File: config.mk
export PLATFORM = sky130hd
export DESIGN_NAME = hazard_detection_unit
export DESIGN_NICKNAME = d
export VERILOG_FILES = /design/src/rtl/hazard_detection_unit.sv
export SDC_FILE = /design/constraint.sdc
export NUM_CORES = 1
export LEC_CHECK = 0
export ABC_AREA = 1
export BUFFER_PORTS_ARGS = -buffer_cell sky130_fd_sc_hd__buf_2
export CELL_PAD_IN_SITES_DETAIL_PLACEMENT = 0
export CELL_PAD_IN_SITES_GLOBAL_PLACEMENT = 1
export CORE_ASPECT_RATIO = 0.7
export CORE_MARGIN = 5
export CORE_UTILIZATION = 39
export DETAILED_ROUTE_END_ITERATION = 8
export PLACE_DENSITY = 0.84
export RECOVER_POWER = 50
export SLEW_MARGIN = 20
export SYNTH_ARGS = -nofsm -noshare
export SYNTH_HDL_FRONTEND = slang
export SYNTH_SLANG_ARGS = --single-unit
File: constraint.sdc
create_clock -name clk -period 1.65 [get_ports clk]
set_input_delay 0.2475 -clock clk [delete_from_list [all_inputs] [get_ports clk]]
set_output_delay 0.2475 -clock clk [all_outputs]
set_load 0.005 [all_outputs]
File: src/rtl/hazard_detection_unit.sv
// rtl/hazard_detection_unit.sv - pipeline stall/bubble/flush control for load-use, taken branches and multi-cycle memory
// Outputs are combinational from the RUN/WAIT state and current inputs; perf counters track stalls and flushes.
module hazard_detection_unit #(
   parameter int MEM_LATENCY = 1,
   parameter int CNT_W       = 32
) (
   input  logic             clk,
   input  logic             rst_n,
   input  logic [4:0]       id_rs1_addr,
   input  logic [4:0]       id_rs2_addr,
   input  logic             id_uses_rs1,
   input  logic             id_uses_rs2,
   input  logic [4:0]       ex_rd_addr,
   input  logic             ex_mem_read,
   input  logic             ex_branch_taken,
   input  logic             mem_access,
   output logic             pc_write,
   output logic             if_id_write,
   output logic             if_id_flush,
   output logic             id_ex_flush,
   output logic             pipe_freeze,
   output logic [CNT_W-1:0] stall_cycles,
   output logic [CNT_W-1:0] flush_count
);

   localparam int CW = $clog2(MEM_LATENCY) + 1;
   localparam bit MULTI_CYCLE = (MEM_LATENCY > 1);
   localparam logic [CW-1:0] LOAD_VAL = CW'((MEM_LATENCY > 1) ? MEM_LATENCY - 2 : 0);

   typedef enum logic {ST_RUN, ST_WAIT} state_t;

   state_t        state;
   logic [CW-1:0] wait_cnt;
   logic          load_use;
   logic          freeze_start;
   logic          freeze_hold;

   always_comb begin
      load_use = ex_mem_read && (ex_rd_addr != 5'd0) &&
                 ((id_uses_rs1 && (ex_rd_addr == id_rs1_addr)) ||
                  (id_uses_rs2 && (ex_rd_addr == id_rs2_addr)));
      // In the release cycle the same access is still in MEM, so mem_access is not re-armed.
      freeze_start = (state == ST_RUN) && mem_access && MULTI_CYCLE;
      freeze_hold  = (state == ST_WAIT) && (wait_cnt != '0);
   end

   always_comb begin
      pc_write    = 1'b0;
      if_id_write = 1'b0;
      if_id_flush = 1'b0;
      id_ex_flush = 1'b0;
      pipe_freeze = 1'b0;
      if (rst_n) begin
         if (freeze_start || freeze_hold) begin
            pipe_freeze = 1'b1;
         end else if (ex_branch_taken) begin
            pc_write    = 1'b1;
            if_id_write = 1'b1;
            if_id_flush = 1'b1;
            id_ex_flush = 1'b1;
         end else if (load_use) begin
            id_ex_flush = 1'b1;
         end else begin
            pc_write    = 1'b1;
            if_id_write = 1'b1;
         end
      end
   end

   always_ff @(posedge clk or negedge rst_n) begin
      if (!rst_n) begin
         state        <= ST_RUN;
         wait_cnt     <= '0;
         stall_cycles <= '0;
         flush_count  <= '0;
      end else begin
         case (state)
            ST_RUN: begin
               if (freeze_start) begin
                  state    <= ST_WAIT;
                  wait_cnt <= LOAD_VAL;
               end
            end
            ST_WAIT: begin
               if (wait_cnt != '0) wait_cnt <= wait_cnt - 1'b1;
               else                state    <= ST_RUN;
            end
            default: state <= ST_RUN;
         endcase
         if (!pc_write)   stall_cycles <= stall_cycles + CNT_W'(1);
         if (if_id_flush) flush_count  <= flush_count + CNT_W'(1);
      end
   end

endmodule

==> flow_metrics.py <==
metrics = {
    "outcome": {
        "status": "complete, no violations",
    },
    "clock_network": {
        "root_buffer": "clkbuf_16",
        "clk_path_buf_depth": 2,
        "clock_sinks": 64,
        "clk_pin_slew_ns": 0.06,
        "cts_tree": "built",
        "clk_latency_ns": 0.33,
        "htreeDepth": 3,
        "numCtsBuffers": 9,
    },
    "synthesis": {
        "synth_cell_types": 28,
        "synth_fp_nets": 652,
        "synth_warnings": 0,
        "syn_inst": 628,
        "synth.avg_cell_area_um2": 6.766,
        "ys_seq_area_share_pct": 37.69,
        "syn_area_mm2": 0.004249,
        "ys_seq_elements": 64,
    },
    "global_routing": {
        "grt_max_degree": 81,
        "grt_use_total_pct": 19.15,
        "grtUsageMet1_pct": 30.40,
        "use_met3_pct": 4.089,
        "grt_pass1_wl_mm": 20.38,
        "grt_pass1_vias": 3932,
        "grt-busiest-layer": "met1",
        "grt_overflow": 0,
        "antenna_found_initial": 0,
        "gr-usage-met2_pct": 26.09,
    },
    "floorplan": {
        "core-area_mm2": 0.01051,
        "die_h_um": 97.33,
        "pin_count": 91,
        "start_util_pct": 40.42,
        "die-area_mm2": 0.01312,
        "fp.dieW_um": 134.8,
        "rows": 31,
    },
    "sta": {
        "rsz0062_at_grt": "yes",
        "setup_violations": 0,
        "relSlewSlack_pct": 56.43,
        "max_freq_mhz": 641.2,
        "hold_viol": 0,
        "period_share_pct": 94.52,
        "skew_ns": 0.005150,
        "fin_crit_ns": 1.560,
        "drv_slew": 0,
        "tightest_slew_ns": 0.6536,
        "tns_ns": 0,
    },
    "detailed_routing": {
        "drt_first_pass_iters": 5,
        "post_drt_wl_per_cell_um": 13.85,
        "vias_per_cell": 4.798,
        "first_iter_violations": 338,
        "route.detailed.drc": 0,
        "drt-total-wl_mm": 12.51,
        "postRouteAntennaNets": 0,
        "vias": 4333,
    },
    "setup_path": {
        "cp_common_cell": "nand2_1",
        "timing.rr.end": "stall_cycles[29]$_DFFE_PN0N_",
        "crit_family": "simple AND/OR/NAND/NOR gates",
        "start_kind": "flip-flop",
        "worst_r2r_path_depth": 9,
        "crit_arrival_ns": 1.78,
        "crit_required_ns": 1.87,
        "reg2reg_from": "stall_cycles[8]$_DFFE_PN0N_",
        "slowest_stage": "dfrtp_1",
        "path_cells": "nand2_1 > nor3_1 > nand2_1 > nor2_2 > nand2_1 > nand2_1 > nand2_1 > nand2_1 > nand2_1",
        "reg2reg_setup_slack_ns": 0.09,
        "critical_path_class": "reg -> reg",
        "endpoint_kind": "flip-flop",
        "crit_fanout": 5,
        "cp_slowest_stage_delay_ns": 0.43,
        "cp_num_buf_inv": 0,
    },
    "finish": {
        "drive_gt1_share_pct": 24.24,
        "fin_nets": 774,
        "layout_common_cells": "nand2_1, buf_2, inv_1",
        "layout_commonest_cell": "nand2_1",
        "syn_to_final_growth_pct": 29.15,
        "diodes": 0,
    },
    "hold_path": {
        "hold_path_class": "in -> async",
    },
    "power": {
        "peakVddDrop_v": 0.0005402,
        "power_mw": 4.558,
        "p_per_area_mw_per_mm2": 830.6,
        "p_leak_nw": 2.877,
    },
    "placed_design": {
        "port_buffers": 88,
        "hpwl_mm": 9.646,
        "gp_congestion": 0.9465,
    },
    "flow_run": {
        "max_cap_viol_count": 0,
    },
}
[what timing repair did]
action	CTS	global route
hold buffers	1	0
endpoints found under the setup margin	0	34
gates resized for setup	0	35
hold endpoints to repair	1	0
buffers inserted	0	6
[worst max path at each step]
stage | start | end | depth (start not counted)
after CTS | flush_count[0]$_DFFE_PN0P_ | flush_count[22]$_DFFE_PN0P_ | 10
final | stall_cycles[8]$_DFFE_PN0N_ | stall_cycles[29]$_DFFE_PN0N_ | 9
after floorplan | stall_cycles[0]$_DFFE_PN0N_ | stall_cycles[16]$_DFFE_PN0N_ | 9
after detailed placement | flush_count[0]$_DFFE_PN0P_ | flush_count[22]$_DFFE_PN0P_ | 10
after global placement | stall_cycles[0]$_DFFE_PN0N_ | stall_cycles[26]$_DFFE_PN0N_ | 10
after global routing | flush_count[0]$_DFFE_PN0P_ | flush_count[22]$_DFFE_PN0P_ | 10
[through the flow]
step | cell area (µm²) | util [%] | hold WS, ns | cells | setup slack [ns]
after floorplan | 4249 | - | -0.04809 | 628 | 0.1172
after global placement | 5031 | 47.86 | 0.2285 | 880 | 0.08423
after detailed placement | 5031 | 47.86 | 0.2318 | 880 | 0.03745
after CTS | 5341 | 50.82 | 0.07481 | 897 | 0.02786
after global routing | 5488 | 52.21 | 0.4225 | 903 | -0.02349
final | 5488 | 52.21 | 0.3690 | 903 | 0.09036
[cells in the mapped netlist]
cell type / number / share of area, %
buf_4: 6 / 1.1
xnor2_1: 11 / 2.3
o21ai_0: 1 / 0.12
ha_1: 2 / 0.59
nand4_1: 11 / 1.6
buf_2: 4 / 0.47
nor3_4: 1 / 0.38
inv_2: 3 / 0.26
nand2_2: 3 / 0.44
buf_1: 1 / 0.088
nor3_1: 21 / 2.5
nand3_4: 1 / 0.41
conb_1: 1 / 0.088
nand3b_1: 14 / 2.5
nor4_1: 1 / 0.15
dfrtp_1: 64 / 38
xor2_1: 29 / 6.0
a21boi_0: 1 / 0.18
nand2_1: 257 / 23
inv_1: 64 / 5.7
nor3_2: 2 / 0.47
clkbuf_1: 2 / 0.18
nand3_1: 51 / 6.0
nand2_4: 1 / 0.26
nor2_1: 65 / 5.7
nor2_4: 3 / 0.79
nor2_2: 5 / 0.74
nand3_2: 3 / 0.71
[sequential cells by signal, summed over array words and instances, names as in the netlist]
name	count
stall_cycles	32
flush_count	32
[area by class of cell]
cell class	instances	area, µm²
clock buffer	13	260.3
clock inverter	3	40.04
fill	1067	5024
inverter	67	251.5
multi-input combinational	484	2429
sequential	64	1608
tap	148	185.2
timing repair buffer	124	714.4
[routing by layer]
layer / wire length, µm / vias to the layer above / part of all wire, %
met1: 6560 / 2019 / 52
li1: - / 2203 / -
met4: 106 / 0 / 0.85
met3: 718 / 10 / 5.7
met5: 0 / - / 0
met2: 5125 / 101 / 41
[report_power, final]
part,internal [mW],switching [mW]
logic,0.361,0.423
clock network,1.25,0.680
registers,1.70,0.150
total,3.30,1.25
[worst min-delay path, cell delays in order]
cell and delay [ns]:
buf_4 0.13, clkbuf_1 0.33, buf_12 0.39
[cells by family (layout without fill, tap and decap cells)]
kind of cell / Yosys count / count (layout) / synth area share [%]
other: 1 / 1 / 0.08825
AOI/OAI and AO/OA: 2 / 2 / 0.2944
DFF: 64 / 64 / 37.69
buffers and inverters: 80 / 207 / 7.715
adders and majority gates: 2 / 2 / 0.5888
and+or+nand+nor: 439 / 439 / 45.38
xor gates and xnor gates: 40 / 40 / 8.245
Power figures use the tool's default switching activity.
